<file path="config.mk">
export PLATFORM = sky130hd
export DESIGN_NAME = regfile_sb
export DESIGN_NICKNAME = d
export VERILOG_FILES = /design/src/rtl/regfile_pkg.sv /design/src/rtl/regfile_scoreboard.sv /design/src/rtl/regfile_sb.sv
export SDC_FILE = /design/constraint.sdc
export NUM_CORES = 2
export LEC_CHECK = 0
export CORE_MARGIN = 2
export CORE_UTILIZATION = 63
export CTS_CLUSTER_SIZE = 14
export DETAILED_ROUTE_END_ITERATION = 8
export GPL_TIMING_DRIVEN = 0
export PLACE_DENSITY = 0.81
export SLEW_MARGIN = 15
export SYNTH_ARGS = -nofsm -noshare
export SYNTH_HDL_FRONTEND = slang
export SYNTH_SLANG_ARGS = --single-unit
</file>
<file path="constraint.sdc">
create_clock -name clk -period 2.8 [get_ports clk]
set_input_delay 0.28 -clock clk [delete_from_list [all_inputs] [get_ports clk]]
set_output_delay 0.28 -clock clk [all_outputs]
set_load 0.01 [all_outputs]
</file>
<file path="src/rtl/regfile_pkg.sv">
// ---------------------------------------------------------------------------
// regfile_pkg
// Shared constants and types for the architectural register file.
//   REGFILE_DATA_W   : default register width in bits
//   REGFILE_NUM_REGS : default register count (power of two)
//   REGFILE_ADDR_W   : address width derived from the default register count
//   reg_addr_t       : register address at the default size
// ---------------------------------------------------------------------------
package regfile_pkg;

  localparam int REGFILE_DATA_W   = 32;
  localparam int REGFILE_NUM_REGS = 32;
  localparam int REGFILE_ADDR_W   = $clog2(REGFILE_NUM_REGS);

  typedef logic [REGFILE_ADDR_W-1:0] reg_addr_t;

endpackage

</file>
<file path="src/rtl/regfile_scoreboard.sv">
// ---------------------------------------------------------------------------
// regfile_scoreboard
// Per-register pending vector. Issue marks a destination pending; writeback
// clears it. When both hit the same register in one cycle, the issue wins.
// Busy lookups for both read ports are combinational.
// Ports:
//   clk, rst_n             : clock, asynchronous active-low reset
//   issue_en, issue_addr   : destination being issued (sets pending)
//   wr_en, wr_addr         : writeback strobe and address (clears pending)
//   rd_addr1, rd_addr2     : read port addresses
//   rd_busy1, rd_busy2     : register at the read address awaits writeback
// ---------------------------------------------------------------------------
module regfile_scoreboard
  import regfile_pkg::*;
#(
  parameter  int NUM_REGS = REGFILE_NUM_REGS,
  parameter  int ZERO_REG = 1,
  parameter  int BYPASS   = 1,
  localparam int ADDR_W   = $clog2(NUM_REGS)
) (
  input  logic              clk,
  input  logic              rst_n,
  input  logic              issue_en,
  input  logic [ADDR_W-1:0] issue_addr,
  input  logic              wr_en,
  input  logic [ADDR_W-1:0] wr_addr,
  input  logic [ADDR_W-1:0] rd_addr1,
  input  logic [ADDR_W-1:0] rd_addr2,
  output logic              rd_busy1,
  output logic              rd_busy2
);

  localparam bit P_ZERO   = (ZERO_REG != 0);
  localparam bit P_BYPASS = (BYPASS != 0);

  logic [NUM_REGS-1:0] r_pending;
  logic [NUM_REGS-1:0] w_pendingNext;
  logic                w_wrOk;
  logic                w_issueOk;

  // Register 0 never becomes pending when it is hardwired to zero.
  assign w_wrOk    = wr_en    && !(P_ZERO && (wr_addr    == '0));
  assign w_issueOk = issue_en && !(P_ZERO && (issue_addr == '0));

  // Clear first, then set, so a same-cycle issue overrides the writeback.
  always_comb begin
    w_pendingNext = r_pending;
    if (w_wrOk) begin
      w_pendingNext[wr_addr] = 1'b0;
    end
    if (w_issueOk) begin
      w_pendingNext[issue_addr] = 1'b1;
    end
  end

  always_ff @(posedge clk or negedge rst_n) begin
    if (!rst_n) begin
      r_pending <= '0;
    end else begin
      r_pending <= w_pendingNext;
    end
  end

  // A writeback landing this cycle makes the forwarded value usable now.
  assign rd_busy1 = r_pending[rd_addr1] &&
                    !(P_BYPASS && w_wrOk && (wr_addr == rd_addr1));
  assign rd_busy2 = r_pending[rd_addr2] &&
                    !(P_BYPASS && w_wrOk && (wr_addr == rd_addr2));

endmodule

</file>
<file path="src/rtl/regfile_sb.sv">
// ---------------------------------------------------------------------------
// regfile_sb
// Architectural register file with two combinational read ports, one
// synchronous write port, optional write-to-read bypass, optional hardwired
// zero register and a per-register pending scoreboard.
// Ports:
//   clk, rst_n             : clock, asynchronous active-low reset
//   rd_addr1/2             : read port addresses
//   rd_data1/2             : read port data
//   rd_busy1/2             : register at the read address awaits writeback
//   wr_en, wr_addr, wr_data: writeback port
//   issue_en, issue_addr   : destination being issued (marks pending)
// ---------------------------------------------------------------------------
module regfile_sb
  import regfile_pkg::*;
#(
  parameter  int DATA_W   = REGFILE_DATA_W,
  parameter  int NUM_REGS = REGFILE_NUM_REGS,
  parameter  int ZERO_REG = 1,
  parameter  int BYPASS   = 1,
  localparam int ADDR_W   = $clog2(NUM_REGS)
) (
  input  logic              clk,
  input  logic              rst_n,
  input  logic [ADDR_W-1:0] rd_addr1,
  input  logic [ADDR_W-1:0] rd_addr2,
  output logic [DATA_W-1:0] rd_data1,
  output logic [DATA_W-1:0] rd_data2,
  output logic              rd_busy1,
  output logic              rd_busy2,
  input  logic              wr_en,
  input  logic [ADDR_W-1:0] wr_addr,
  input  logic [DATA_W-1:0] wr_data,
  input  logic              issue_en,
  input  logic [ADDR_W-1:0] issue_addr
);

  localparam bit P_ZERO   = (ZERO_REG != 0);
  localparam bit P_BYPASS = (BYPASS != 0);

  logic [DATA_W-1:0] r_mem [NUM_REGS];
  logic              w_wrOk;
  logic [DATA_W-1:0] w_rdData1;
  logic [DATA_W-1:0] w_rdData2;

  assign w_wrOk = wr_en && !(P_ZERO && (wr_addr == '0));

  always_ff @(posedge clk or negedge rst_n) begin
    if (!rst_n) begin
      for (int i = 0; i < NUM_REGS; i++) begin
        r_mem[i] <= '0;
      end
    end else if (w_wrOk) begin
      r_mem[wr_addr] <= wr_data;
    end
  end

  // Override order matters: bypass beats the array, the zero register beats
  // bypass, and reset forces zero even while a write strobe is still high.
  always_comb begin
    w_rdData1 = r_mem[rd_addr1];
    if (P_BYPASS && w_wrOk && (wr_addr == rd_addr1)) begin
      w_rdData1 = wr_data;
    end
    if (P_ZERO && (rd_addr1 == '0)) begin
      w_rdData1 = '0;
    end
    if (!rst_n) begin
      w_rdData1 = '0;
    end
  end

  always_comb begin
    w_rdData2 = r_mem[rd_addr2];
    if (P_BYPASS && w_wrOk && (wr_addr == rd_addr2)) begin
      w_rdData2 = wr_data;
    end
    if (P_ZERO && (rd_addr2 == '0)) begin
      w_rdData2 = '0;
    end
    if (!rst_n) begin
      w_rdData2 = '0;
    end
  end

  assign rd_data1 = w_rdData1;
  assign rd_data2 = w_rdData2;

  regfile_scoreboard #(
    .NUM_REGS (NUM_REGS),
    .ZERO_REG (ZERO_REG),
    .BYPASS   (BYPASS)
  ) u_scoreboard (
    .clk        (clk),
    .rst_n      (rst_n),
    .issue_en   (issue_en),
    .issue_addr (issue_addr),
    .wr_en      (wr_en),
    .wr_addr    (wr_addr),
    .rd_addr1   (rd_addr1),
    .rd_addr2   (rd_addr2),
    .rd_busy1   (rd_busy1),
    .rd_busy2   (rd_busy2)
  );

endmodule

</file>
; ---- Yosys cells after proc, flatten, opt, wreduce, memory -nomap -nowiden
; Index checks and enable logic that the tools add are counted.
[word_totals]
wordCells = 93
register_bits = 1056
out_inout_bits = 66
[classes]
n_mux = 25
bitwise_logic = 6
order_cmp = 10
eq_ne = 2
reduce_logical = 17
[ops]
columns = operator, count
row1 = $bwmux 1024, 1
row2 = $mux 32, 13
row3 = $bmux 32 s5, 2
row4 = $demux 32 s5, 1
row5 = $and 32x32->32, 1
row6 = $not 32->32, 1
row7 = $or 32x32->32, 1
row8 = $lt 5x6->1 const B, 4
row9 = $logic_not 5->1, 4
row10 = $ge 6x6->1 const B, 3
row11 = $not 5->6, 3
row12 = $bmux 1 s5, 2
row13 = $demux 1 s5, 2
row14 = $eq 5x5->1, 2
row15 = $ge 5x1->1 const B, 2
row16 = $logic_and 1x1->1, 9
row17 = $lt 6x1->1 const B, 1
row18 = $logic_not 1->1, 4
row19 = $mux 1, 4

; ---- Logic depth before layout (Yosys ltp)
[depth]
depth_word = 9
depth_mapped = 9
mapped_depth_nobuf = 5

; ---- Cells and area by module
; Synthesis repeated with hierarchy kept, for this count alone.
[hier_totals]
cells_unflattened = 3921
area_unflattened_um2 = 57330.0
[by_module_without_submodules]
columns = mod, n_inst, cells_per_inst, area_per_inst_um2
row1 = regfile_sb, 1, 3724, 55286.8
row2 = regfile_scoreboard, 1, 197, 2043.2

; ---- Worst setup path before layout
; Ideal clock, no wire load.
[synth_timing]
kind = input to output
startpoint = in rd_addr2[1]
endpoint = out rd_data2[10]
path_slack_ns = 0.446
path_buffers = 3
cell_stages = 6
arrival_ns = 2.074
t_required_ns = 2.520
path_cell_list = buf_2 buf_2 buf_1 mux4_2 mux4_2 a221o_1
[synth_between]
elab_chain_len = 7
word_cells_on_any_way = 10
[synth_lines]
columns = element, line_no
row1 = "start, declared", regfile_sb.sv:26  ; input logic [ADDR_W-1:0] rd_addr2,
row2 = $not 5->6 (implied by the code), regfile_sb.sv:74  ; w_rdData2 = r_mem[rd_addr2];
row3 = $bmux 32 s5, regfile_sb.sv:74
row4 = $mux 32 (implied by the code) (2 in a row), regfile_sb.sv:74
row5 = $mux 32, regfile_sb.sv:75  ; if (P_BYPASS && w_wrOk && (wr_addr == rd_addr2)) begin
row6 = $mux 32 *, regfile_sb.sv:78  ; if (P_ZERO && (rd_addr2 == '0)) begin
row7 = $mux 32 *, regfile_sb.sv:81  ; if (!rst_n) begin
row8 = "end, declared", regfile_sb.sv:28  ; output logic [DATA_W-1:0] rd_data2,
; Every way passes the cells marked *; elsewhere a longest branch is shown, timed or not. The select of a mux whose other input is x is not followed.

; ---- Worst setup path after layout
[layout_timing]
startpoint = in rd_addr2[1]
endpoint = out rd_data2[11]
; The elaborated chain is that of the path after synthesis.

==> results.tsv <==
metric	value	unit
status	finished, violations left	
failed_checks	setup timing	
vias	39671	
cp-startpoint	rd_addr2[1]	
fin_crit_sh	111	%
initial_core_util	63.4	%
fillCellCount	5369	
ys.flop_type	dfrtp_1	
finalMaxSlewViolations	0	
slew_headroom	3.28	%
worst_skew_pair.late_latency	0.69	ns
drive_above_1_share	54.4	%
nets	3950	
holdWs	0.306	ns
stdcell_count	5149	
cts_made_buffers	110	
track_usage	43.7	%
ios	122	
clock_path_buffers	3	
synth_edf_count	0	
drt_wl_total	196000	µm
placed_cell_area	58700	µm²
cpLargestDelayFamily	buffers and inverters	
fin_ws	-0.303	ns
hold_start	wr_addr[4]	
required	2.52	ns
critPathBufInv	4	
critPathSlowestCell	mux4_2	
p_per_area	708	nW/µm²
syn_avg_cell_area	15.7	µm²
cts.clk_slew.worst_paths	0.06	ns
synth_seq_cells	1056	
p_int	32.8	mW
ant_nets	0	
dp_hpwl	128000	µm
clock_sinks	1056	
min_period	3.10	ns
slowest_delay	0.57	ns
leakagePower	27.7	nW
die_w	302	µm
first_pass_iters	8	
skew	0	ns
p_seq_share	44.6	%
power_switching	12.8	mW
avgRoutedWirePerCell	38.0	µm
grt_first_pass_wirelength	280000	µm
rsz0062_at_grt	yes	
dp.cells	4841	
antenna_found_initial	10	
yosysSeqAreaShare	47.3	%
ys.warnings.count	0	
root_buffer	clkbuf_16	
synth_area	55800	µm²
grt_pass1_vias	40510	
areaGrowthSynthToFinish	15.4	%
comb_power_share	22.2	%
cts_tree	built	
async_flop_share	100	%
row_count	109	
fmax	322	MHz
gp_congestion	0.995	
drt_iter0_drc	5716	
vdd_drop_max	612	µV
synth_cells	3553	
maxCapViolations	0	
setup_viol	61	
htreeDepth	3	
criticalPathCategory	input port to output pin	
die-height	302	µm
synth_nets	3609	
worstSetupEndpointType	output pin	
drc_errors	0	
grt_max_degree	150	
critPathLaunchType	input port	
tightest_slew	1.45	ns
path_cells	buf_4 -> buf_6 -> buf_4 -> mux4_2 -> mux4_2 -> a221o_2 -> buf_6	
final_area	64400	µm²
power_frac_clock	33.2	%
via_per_inst	7.70	
hp-class	input port to register	
grt_remaining_overflow	0	
switching_share	28.0	%
core_area	88100	µm²
crit_path_max_fanout	10	
synth_cell_types	52	
die-area	91000	µm²
r2r-start	r_mem[830]$_DFFE_PN0P_	
cp.arrival	2.82	ns
hold_violations	0	
total_power	45.6	mW
port_buffers	114	
[Yosys cell counts, types with 2 or more instances]
cell	n	share of area, %
and3_1	2	0.022
a21oi_1	32	0.29
nand3b_1	8	0.11
xnor2_1	5	0.078
nor2_1	20	0.13
a221o_1	33	0.59
nor3b_1	6	0.081
buf_8	2	0.054
o21ai_0	29	0.26
nor3_1	5	0.045
buf_2	107	0.96
buf_1	48	0.32
xor2_1	5	0.078
mux4_1	16	0.75
dfrtp_1	1056	47
nor2b_1	5	0.056
clkbuf_1	244	1.6
nand2b_1	3	0.034
inv_1	2	0.013
mux4_2	545	22
a22o_1	15	0.24
mux2i_1	4	0.072
nand4_1	2	0.022
buf_6	10	0.20
nand2_1	25	0.17
dlygate4sd1_1	3	0.047
a31oi_1	2	0.022
o2111a_1	32	0.65
a22oi_1	190	2.6
buf_4	9	0.12
mux2_2	994	20
or2_2	3	0.034
nand3_1	72	0.65
[power by group through the flow]
stage | registers [mW] | logic [mW] | clock network, mW
global route | 20.6 | 10.5 | 15.7
CTS | 20.2 | 9.82 | 15.0
global placement | 20.3 | 8.82 | 0
floorplan | 19.7 | 6.84 | 0
finish | 20.3 | 10.1 | 15.2
detailed placement | 20.4 | 9.27 | 0
[final timing paths]
| path | endpoint | slack (ns) | cells after the start |
|---|---|---|---|
| worst max-delay path | rd_data2[11] | -0.30 | 7 |
| worst min-delay path | u_scoreboard.r_pending[23]$_DFF_PN0_ | 0.31 | 5 |
| worst max register to register | r_mem[830]$_DFFE_PN0P_ | 1.85 | 2 |
| worst min register to register | r_mem[1020]$_DFFE_PN0P_ | 0.48 | 1 |
| max in group asynchronous | r_mem[564]$_DFFE_PN0P_ | 0.97 | 6 |
| min in group asynchronous | r_mem[1023]$_DFFE_PN0P_ | 0.38 | 5 |
[worst min-delay path: cells and delay by family]
kind / cells / cell delay, ns
AOI/OAI and AO/OA: 2 / 0.18
buffers and inverters: 2 / 0.30
and+or+nand+nor: 1 / 0.21
[sequential cells by signal, indices dropped and copies added, names as in the netlist]
| register | flops |
|---|---|
| r_mem | 1024 |
| u_scoreboard.r_pending | 32 |
[through the flow]
stage | setup slack (ns) | util [%] | TNS, ns
finish | -0.303 | 73.1 | -3.26
global placement | -48.07 | 66.3 | -
global route | -0.318 | 73.1 | -2.67
CTS | -0.313 | 72.8 | -2.42
detailed placement | -1.86 | 66.6 | -371.98
floorplan | 0.446 | - | 0
[layout make-up]
| cell class | instances | area [µm²] | area share [%] |
|---|---|---|---|
| Buffer | 424 | 2800 | 4.35 |
| Inverter | 2 | 7.51 | 0.0117 |
| Clock inverter | 40 | 457 | 0.709 |
| Tap cell | 1165 | 1460 | 2.26 |
| Multi-Input combinational cell | 2070 | 27800 | 43.1 |
| Sequential cell | 1056 | 26400 | 41.0 |
| Clock buffer | 161 | 3200 | 4.97 |
| Antenna cell | 1 | 2.50 | 0.00388 |
| Timing Repair Buffer | 230 | 2300 | 3.57 |
[layout by cell type, fill, tap and decap left out, types with 5 or more instances in the layout]
cell,instances
a21oi_1,21
a21oi_2,10
a221o_1,31
a22o_1,15
a22oi_1,179
a22oi_2,11
buf_1,32
buf_12,11
buf_16,14
buf_2,72
buf_4,122
buf_6,63
buf_8,14
bufinv_16,9
clkbuf_1,198
clkbuf_16,123
clkbuf_2,37
clkbuf_4,21
clkbuf_8,29
clkdlybuf4s15_1,22
clkdlybuf4s50_1,39
clkinv_2,27
dfrtp_1,1056
dlygate4sd2_1,6
dlygate4sd3_1,6
mux2_2,994
mux4_2,559
nand2_1,25
nand3_1,58
nand3_2,12
nand3b_1,8
nor2_1,17
nor3b_1,6
o2111a_1,28
o21ai_0,29
xnor2_1,5
xor2_1,5
[repair_timing]
action,in CTS,in global routing
setup buffers,74,15
endpoints found under the setup margin,91,132
hold endpoints to repair,218,0
hold buffers,10,0
gates resized for setup,619,65
pin swaps,47,26
gates cloned,8,0
[cell families after synthesis]
| logic type | count (synthesis) | synth area share (%) |
|---|---|---|
| compound gates | 340 | 4.70 |
| xor+xnor | 10 | 0.157 |
| buf+inv | 427 | 3.42 |
| flops | 1056 | 47.3 |
| mux | 1559 | 42.9 |
| simple gates | 161 | 1.52 |
[layer usage]
metal	wire (µm)	global-route usage (%)	part of all wire [%]	vias up
met3	28600	19.1	15	947
met2	85700	62.9	44	3235
met1	66400	54.9	34	20781
met5	181	0.688	0.092	-
met4	15000	26.8	7.6	20
li1	-	-	-	14688
Power figures use the tool's default switching activity.
